$ cat src/rtl/channel_decoder_coef_arb.sv
// channel_decoder_coef_arb
// Shares the single-port coefficient ROM between two FIR/MAC requesters.
// A granted requester's burst (base, tap count) is walked through the ROM
// with circular wrap at MEM_SIZE. The coefficients come back on a tagged
// stream (out_id, out_last).
//
// Build option:
//   COEF_ARB_PRIORITY_EN - when defined, requester 0 always wins a tie.
//                          When undefined, ties are resolved round robin
//                          using last_grant. Timing is the same either way.
//
// State table:
//   state   | meaning
//   S_IDLE  | no ROM reads; a valid request is granted and its burst latched
//   S_BURST | one ROM read per cycle until the remaining count is exhausted

module channel_decoder_coef_arb #(
  parameter int DWIDTH   = 16,
  parameter int AWIDTH   = 7,
  parameter int MEM_SIZE = 73
) (
  input  logic              clk,
  input  logic              reset,

  input  logic              req0_valid,
  input  logic [AWIDTH-1:0] req0_base,
  input  logic [AWIDTH-1:0] req0_len,
  output logic              req0_ready,

  input  logic              req1_valid,
  input  logic [AWIDTH-1:0] req1_base,
  input  logic [AWIDTH-1:0] req1_len,
  output logic              req1_ready,

  output logic [AWIDTH-1:0] rom_address0,
  output logic              rom_ce0,
  input  logic [DWIDTH-1:0] rom_q0,

  output logic [DWIDTH-1:0] out_data,
  output logic              out_valid,
  output logic              out_last,
  output logic              out_id,
  output logic              busy
);

  typedef enum logic {
    S_IDLE  = 1'b0,
    S_BURST = 1'b1
  } state_t;

  localparam logic [AWIDTH-1:0] MEM_SZ    = AWIDTH'(MEM_SIZE);
  localparam logic [AWIDTH-1:0] LAST_ADDR = AWIDTH'(MEM_SIZE - 1);
  localparam logic [AWIDTH-1:0] ONE       = AWIDTH'(1);

  state_t            state_q, state_d;
  logic              last_grant_q, last_grant_d;
  logic [AWIDTH-1:0] addr_q, addr_d;
  logic [AWIDTH-1:0] remain_q, remain_d;
  logic              id_q, id_d;

  // Tag pipeline: lines the issue/last/id of each read up with rom_q0.
  logic              issue_q, issue_d;
  logic              tag_last_q, tag_last_d;
  logic              tag_id_q, tag_id_d;

  logic              grant_any;
  logic              grant_id;
  logic [AWIDTH-1:0] sel_base;
  logic [AWIDTH-1:0] sel_len;
  logic [AWIDTH-1:0] base_mod;
  logic [AWIDTH-1:0] addr_inc;
  logic              burst_issue;
  logic              burst_last;

  // Choose the winning requester: a lone valid wins, a tie uses the build option.
  always_comb begin
    grant_any = (req0_valid | req1_valid) & ~reset;
    grant_id  = 1'b0;
    if (req0_valid && req1_valid) begin
`ifdef COEF_ARB_PRIORITY_EN
      grant_id = 1'b0;
`else
      grant_id = ~last_grant_q;
`endif
    end else if (req1_valid) begin
      grant_id = 1'b1;
    end
  end

  // Select the winner's burst, fold an out-of-range base back into the table,
  // and compute the wrapped successor of the current address.
  always_comb begin
    sel_base = grant_id ? req1_base : req0_base;
    sel_len  = grant_id ? req1_len  : req0_len;
    // One subtraction is enough: the base port cannot reach 2*MEM_SIZE.
    base_mod = (sel_base >= MEM_SZ) ? (sel_base - MEM_SZ) : sel_base;
    addr_inc = (addr_q == LAST_ADDR) ? '0 : (addr_q + ONE);
  end

  // FSM next state, burst bookkeeping and the ready pulses.
  always_comb begin
    state_d      = state_q;
    last_grant_d = last_grant_q;
    addr_d       = addr_q;
    remain_d     = remain_q;
    id_d         = id_q;
    req0_ready   = 1'b0;
    req1_ready   = 1'b0;
    burst_issue  = 1'b0;
    burst_last   = 1'b0;

    case (state_q)
      S_IDLE: begin
        if (grant_any) begin
          req0_ready   = ~grant_id;
          req1_ready   = grant_id;
          last_grant_d = grant_id;
          id_d         = grant_id;
          // A zero-length burst is accepted but issues nothing, and the
          // ROM address is left where it was.
          if (sel_len != '0) begin
            addr_d   = base_mod;
            remain_d = sel_len;
            state_d  = S_BURST;
          end
        end
      end

      S_BURST: begin
        burst_issue = 1'b1;
        burst_last  = (remain_q == ONE);
        remain_d    = remain_q - ONE;
        if (burst_last) begin
          // The final address stays on the port while idle.
          state_d = S_IDLE;
        end else begin
          addr_d = addr_inc;
        end
      end

      default: begin
        state_d = S_IDLE;
      end
    endcase
  end

  // Tag for the read issued this cycle, consumed one cycle later with rom_q0.
  always_comb begin
    issue_d    = burst_issue;
    tag_last_d = burst_last;
    tag_id_d   = id_q;
  end

  // Control registers; last_grant resets to 1 so requester 0 wins the first tie.
  always_ff @(posedge clk or posedge reset) begin
    if (reset) begin
      state_q      <= S_IDLE;
      last_grant_q <= 1'b1;
      addr_q       <= '0;
      remain_q     <= '0;
      id_q         <= 1'b0;
    end else begin
      state_q      <= state_d;
      last_grant_q <= last_grant_d;
      addr_q       <= addr_d;
      remain_q     <= remain_d;
      id_q         <= id_d;
    end
  end

  // Tag pipeline registers; a reset drops any in-flight beat, including its last flag.
  always_ff @(posedge clk or posedge reset) begin
    if (reset) begin
      issue_q    <= 1'b0;
      tag_last_q <= 1'b0;
      tag_id_q   <= 1'b0;
    end else begin
      issue_q    <= issue_d;
      tag_last_q <= tag_last_d;
      tag_id_q   <= tag_id_d;
    end
  end

  // Drive the ROM port, the output stream and the busy flag.
  always_comb begin
    rom_ce0      = burst_issue;
    rom_address0 = addr_q;
    out_data     = rom_q0;
    out_valid    = issue_q;
    out_last     = tag_last_q;
    out_id       = tag_id_q;
    busy         = (state_q == S_BURST) | issue_q;
  end

endmodule

$ cat config.mk
export PLATFORM = sky130hd
export DESIGN_NAME = channel_decoder_coef_arb
export DESIGN_NICKNAME = d
export VERILOG_FILES = /design/src/rtl/channel_decoder_coef_arb.sv
export SDC_FILE = /design/constraint.sdc
export NUM_CORES = 1
export LEC_CHECK = 0
export ABC_CLOCK_PERIOD_IN_PS = 2700
export BUFFER_PORTS_ARGS = -buffer_cell sky130_fd_sc_hd__buf_2
export CAP_MARGIN = 20
export CORE_MARGIN = 1.5
export CORE_UTILIZATION = 48
export CTS_CLUSTER_SIZE = 40
export DETAILED_ROUTE_END_ITERATION = 8
export PLACE_DENSITY = 0.8
export SLEW_MARGIN = 25
export SYNTH_ARGS = -nofsm -noshare
export SYNTH_HDL_FRONTEND = slang
export SYNTH_SLANG_ARGS = --single-unit
export TNS_END_PERCENT = 100
$ cat constraint.sdc
create_clock -name clk -period 2.7 [get_ports clk]
set_input_delay 0.27 -clock clk [delete_from_list [all_inputs] [get_ports clk]]
set_output_delay 0.27 -clock clk [all_outputs]
set_load 0.03 [all_outputs]
==> results_dict.tcl, run 1 <==
set metrics [dict create \
    outcome "finished clean" \
    hpwlAfterDp_um 3323 \
    fin_crit_sh_pct 85.84 \
    start_kind "flop" \
    pin_count 78 \
    die_w_um 64.67 \
    fin_skew_ns 0.001876 \
    worst_slew_pin_slew_ns 0.7873 \
    stdcell_count 271 \
    grt_pass1_wl_um 7286 \
    tns_ns 0 \
    start_util_pct 49.86 \
    critPathKind "reg2reg" \
    gp_congestion 0.8815 \
    yosysWarnings 0 \
    fillers 325 \
    clock_latency_ns 0.26 \
    cp_max_fo 5 \
    final_cell_mix "buf_2 (45), dfrtp_1 (19), nand2_1 (11)" \
    synthDistinctLibCells 62 \
    cts_buffers 3 \
    setup_viol 0 \
    pwr-share-comb_pct 49.5 \
    syn-instance-count 193 \
    antenna_cells 0 \
    grt_pass1_vias 1520 \
    drc 0 \
    path_clk_slew_ns 0.08 \
    p_sw_share_pct 42.68 \
    num_vias 1588 \
    cts_tree "yes" \
    synth_area_leaders "dfrtp_1 (26%), buf_4 (7.0%), mux2i_1 (5.5%)" \
    seq_power_share_pct 33.3 \
    fp.dieArea_sq_um 4182 \
    placed_cells 267 \
    cap_violations 0 \
    seq_area_frac_synth_pct 27.48 \
    layout_commonest_cell "buf_2" \
    p_sw_w 0.0007552 \
    fin_nets 277 \
    drt_wl_total_um 4290 \
    synth_flop_cell "dfrtp_1" \
    htreeDepth 1 \
    pre_cts_ws_ns 0.3982 \
    peakVddDrop_v 0.0006025 \
    hold_path.class "in2async" \
    portBuffers 45 \
    max_freq_ghz 0.4314 \
    core_area_sq_um 3661 \
    clkPwrFrac_pct 17.1 \
    postSynthAreaPerCell_sq_um 9.459 \
    ant_nets 0 \
    cts_resized 0 \
    p_leak_nw 0.9212 \
    grt.total_usage_pct 21.92 \
    root_buffer "clkbuf_8" \
    power_density_nw_per_um2 865.0 \
    worstPathRequired_ns 2.85 \
    clockBufferDepth 2 \
    finalMaxSlewViolations 0 \
    synthesis.area_sq_um 1826 \
    fin_hold_ws_ns 0.1482 \
    cts_setup_buffers 0 \
    ys_ff_latch 20 \
    min_period_ns 2.318 \
    num_rows 22 \
    end_kind "flop" \
    hold_viol_final 0 \
    grt_setup_unrepaired "no" \
    synthArstFlopShare_pct 100.0 \
    drt-initial-drc-count 107 \
    dieHeight_um 64.67 \
    reg2reg_slack_ns 0.38 \
    arrival_ns 2.47 \
    syn_to_final_growth_pct 12.06 \
    overflow 0 \
    grt_antenna_before_repair 0 \
    numClockSinks 20 \
    grt_max_degree 22 \
    vias_per_cell 5.860 \
    yosys.area.top_type "dfrtp_1" \
    synth_top_area_share_pct 26.05 \
    first_pass_iters 4 \
    drive_gt1_share_pct 36.77 \
    cts_hold_buffers 0 \
    relSlewSlack_pct 47.45 \
    syn-num-nets 246 \
    synth_edf_count 0 \
    layout_setup_ws_ns 0.3822 \
    internal_power_w 0.001014 \
    routedWlPerCell_um 15.83 \
]
-- cell usage after synthesis, drive strengths merged, types with 4 or more instances --
cell,n
nor2,10
dfrtp,19
mux2i,10
ha,5
nand2,11
and3,4
buf,22
or2,4
nor4b,4
inv,9
a21oi,7
a211oi,8
o211ai,6
nor3,9
o21ai,8
-- path summary, 6_finish.rpt --
check | cells past startpoint | startpoint | end
max | 8 | last_grant_q | rom_address0[0]
min | 2 | reset | remain_q[1]
max reg2reg | 8 | last_grant_q | rom_address0[0]
min reg2reg | 0 | id_q | out_id
max in group asynchronous | 2 | reset | rom_address0[3]
min in group clk | 3 | req0_len[6] | remain_q[6]
-- state kept, by name, indices dropped and copies added (netlist names) --
name and count:
remain_q 7, id_q 1, last_grant_q 1, out_last 1
state_q 1, rom_address0 7, out_id 1, out_valid 1
-- metrics by stage --
step	power [W]	instance area, sq um	util [%]
2_1_floorplan	0.001279	1826	-
3_3_place_gp	0.001438	1974	53.93
3_5_place_dp	0.001465	1974	53.93
4_1_cts	0.001769	2046	55.88
5_1_grt	0.001901	2046	55.88
6_report	0.001770	2046	55.88
-- kinds of logic after synthesis --
logic type	count (synthesis)	synth area share (%)
buffers and inverters	31	10.56
xor gates and xnor gates	4	1.919
and+or+nand+nor	64	22.07
muxes	13	7.539
adders and majority gates	5	3.427
DFF	20	27.49
AOI/OAI and AO/OA	56	27.00
-- power groups by stage --
stage	sequential [W]	clock, W	combinational, W
global placement	0.000587	0	0.000850
detailed placement	0.000595	0	0.000870
global route	0.000612	0.000324	0.000966
floorplan	0.000683	0	0.000595
CTS	0.000587	0.000307	0.000876
finish	0.000590	0.000303	0.000876
-- cell type report --
cell class	instances	area, sq um	share of cell area, %
repair buffers	48	247.7	12.11
clock inverters	1	30.03	1.468
inverters	9	33.78	1.651
well taps	48	60.06	2.936
clock buffers	3	41.29	2.018
multi-input cells	142	1131	55.29
flip-flops and latches	20	501.7	24.53
-- worst max-delay path: stages (launching register included) --
cell	delay, ns
dfstp_2	0.56
a21bo_4	0.13
mux2_2	0.35
ha_1	0.20
and3b_1	0.25
o311ai_4	0.30
a211oi_1	0.13
nor3_1	0.20
o21ai_1	0.08
-- metal layers --
metal	routed length, um	vias up	part of all wire, %	global-route usage [%]
li1	-	774	-	-
met1	1979	753	46	31.11
met2	2055	57	48	36.33
met3	222	4	5.2	2.431
met4	33	0	0.77	4.255
met5	0	-	0	0
No activity file was read; power rests on OpenSTA's default activity.
==> run 2, diff against run 1 <==
REMOVE_ABC_BUFFERS = 1   (was default)
==> run 2 against run 1 <==
Compared with the run above: critical path depth is the same; global-route usage grew 1.6 points; clock power is essentially flat; total power grew 0.14%; die area is the same; critical path type unchanged; critical endpoint is now rom_address0[1]; largest power group unchanged.
==> results_dict.tcl, run 2 (synthesis gave the netlist of run 1 again) <==
set metrics [dict create \
    grt_antenna_before_repair 0 \
    critPathKind "reg2reg" \
    p_leak_nw 0.9212 \
    cp_top_family "compound AO/OA/AOI/OAI gates" \
    drt_wl_total_um 4616 \
    place_area_sq_um 1974 \
    final_cell_area_sq_um 2046 \
    arrival_ns 2.52 \
    placed_cells 267 \
    cp-endpoint "rom_address0[1]" \
    final_cell_mix "buf_2 (45), dfrtp_1 (19), nand2_1 (11)" \
    worstPathRequired_ns 2.85 \
    critPathLaunch "last_grant_q" \
    peakVddDrop_v 0.0004819 \
    num_vias 1643 \
    overflow 0 \
    first_pass_iters 4 \
    syn_to_final_growth_pct 12.06 \
    cts_hold_buffers 0 \
    grt_use_met3_pct 9.028 \
    start_util_pct 49.86 \
    path_buf_inv 0 \
    grt_setup_unrepaired "no" \
    setup_viol 0 \
    fin_nets 277 \
    fin_crit_sh_pct 87.65 \
    num_rows 22 \
    max_freq_ghz 0.4225 \
    p_sw_share_pct 42.80 \
    slowest_delay_ns 0.56 \
    cp_max_fo 5 \
    drive_gt1_share_pct 36.77 \
    core_area_sq_um 3661 \
    r2r_cells 8 \
    path_clk_slew_ns 0.08 \
    cts_buffers 3 \
    grt_busiest_layer "met2" \
    relSlewSlack_pct 48.58 \
    gp_congestion 0.8497 \
    hold_viol_final 0 \
    cts_resized 0 \
    worst_slew_pin_slew_ns 0.7704 \
    min_period_ns 2.367 \
    start_kind "flop" \
    reg2reg_to "rom_address0[1]" \
    outcome "finished clean" \
    grtUsageMet2_pct 39.32 \
    crit_chain "a21bo_4 -> mux2_2 -> ha_1 -> and3b_1 -> o311ai_4 -> nand3_1 -> a21oi_1 -> a211oi_1" \
    cts_setup_buffers 0 \
    pwr-share-comb_pct 49.4 \
    fp.dieArea_sq_um 4182 \
    fillers 347 \
    antenna_cells 0 \
    crit_cells 8 \
    htreeDepth 1 \
    clock_latency_ns 0.27 \
    clkPwrFrac_pct 17.3 \
    reg2reg_slack_ns 0.33 \
    grt_max_degree 22 \
    layout_commonest_cell "buf_2" \
    finalPower_w 0.001772 \
    pin_count 78 \
    ant_nets 0 \
    grt_pass1_vias 1575 \
    seq_power_share_pct 33.4 \
    r2r_start "last_grant_q" \
    power_density_nw_per_um2 866.2 \
    grt_pass1_wl_um 7548 \
    cts_tree "yes" \
    finalMaxSlewViolations 0 \
    hpwlAfterDp_um 3515 \
    cap_violations 0 \
    routedWlPerCell_um 17.03 \
    clockBufferDepth 2 \
    end_kind "flop" \
    vias_per_cell 6.063 \
    numClockSinks 20 \
    p_sw_w 0.0007585 \
    drc 0 \
    portBuffers 45 \
    hold_path.class "in2async" \
    critPathSlowestCell "dfstp_2" \
    tns_ns 0 \
    use_met1_pct 30.05 \
    grt.total_usage_pct 23.57 \
    drt-initial-drc-count 100 \
    die_w_um 64.67 \
    stdcell_count 271 \
    dieHeight_um 64.67 \
    root_buffer "clkbuf_8" \
    fin_skew_ns 0.009380 \
    internal_power_w 0.001014 \
]
run 2: layout make-up:
class                      count  area, sq um  area share, %
clock buffer                   3        41.29          2.018
clock inverter                 1        30.03          1.468
inverter                       9        33.78          1.651
multi-input combinational    142         1131          55.29
sequential                    20        501.7          24.53
tap                           48        60.06          2.936
timing repair buffer          48        247.7          12.11
run 2: routing by layer:
layer	routed length (um)	vias up
met5	0	-
met4	13	0
met3	389	2
met2	2212	77
met1	2001	792
li1	-	772
run 2: power by group through the flow:
stage	Clock, W	Sequential (W)	Combinational, W
2_1_floorplan	0	0.000693	0.000524
3_3_place_gp	0	0.000585	0.000852
3_5_place_dp	0	0.000592	0.000870
4_1_cts	0.000308	0.000589	0.000877
5_1_grt	0.000328	0.000613	0.000963
6_report	0.000306	0.000592	0.000875
run 2: stage by stage:
| stage | hold WS, ns | worst slack [ns] | util [%] |
|---|---|---|---|
| global route | 0.2097 | 0.2304 | 55.88 |
| CTS | 0.1815 | 0.3730 | 55.88 |
| floorplan | 0.2331 | 0.3269 | - |
| finish | 0.1361 | 0.3334 | 55.88 |
| global placement | 0.3739 | 0.4552 | 53.93 |
| detailed placement | 0.3715 | 0.3805 | 53.93 |
run 2: how the worst min path moves through the flow:
stage                from     endpoint  slack, ns  cells past startpoint
detailed placement   id_q       out_id       0.37                      0
finish              reset  remain_q[6]       0.14                      2
global route        reset  remain_q[6]       0.21                      2
floorplan           reset         id_q       0.23                      1
CTS                 reset      state_q       0.18                      2
global placement     id_q       out_id       0.37                      0
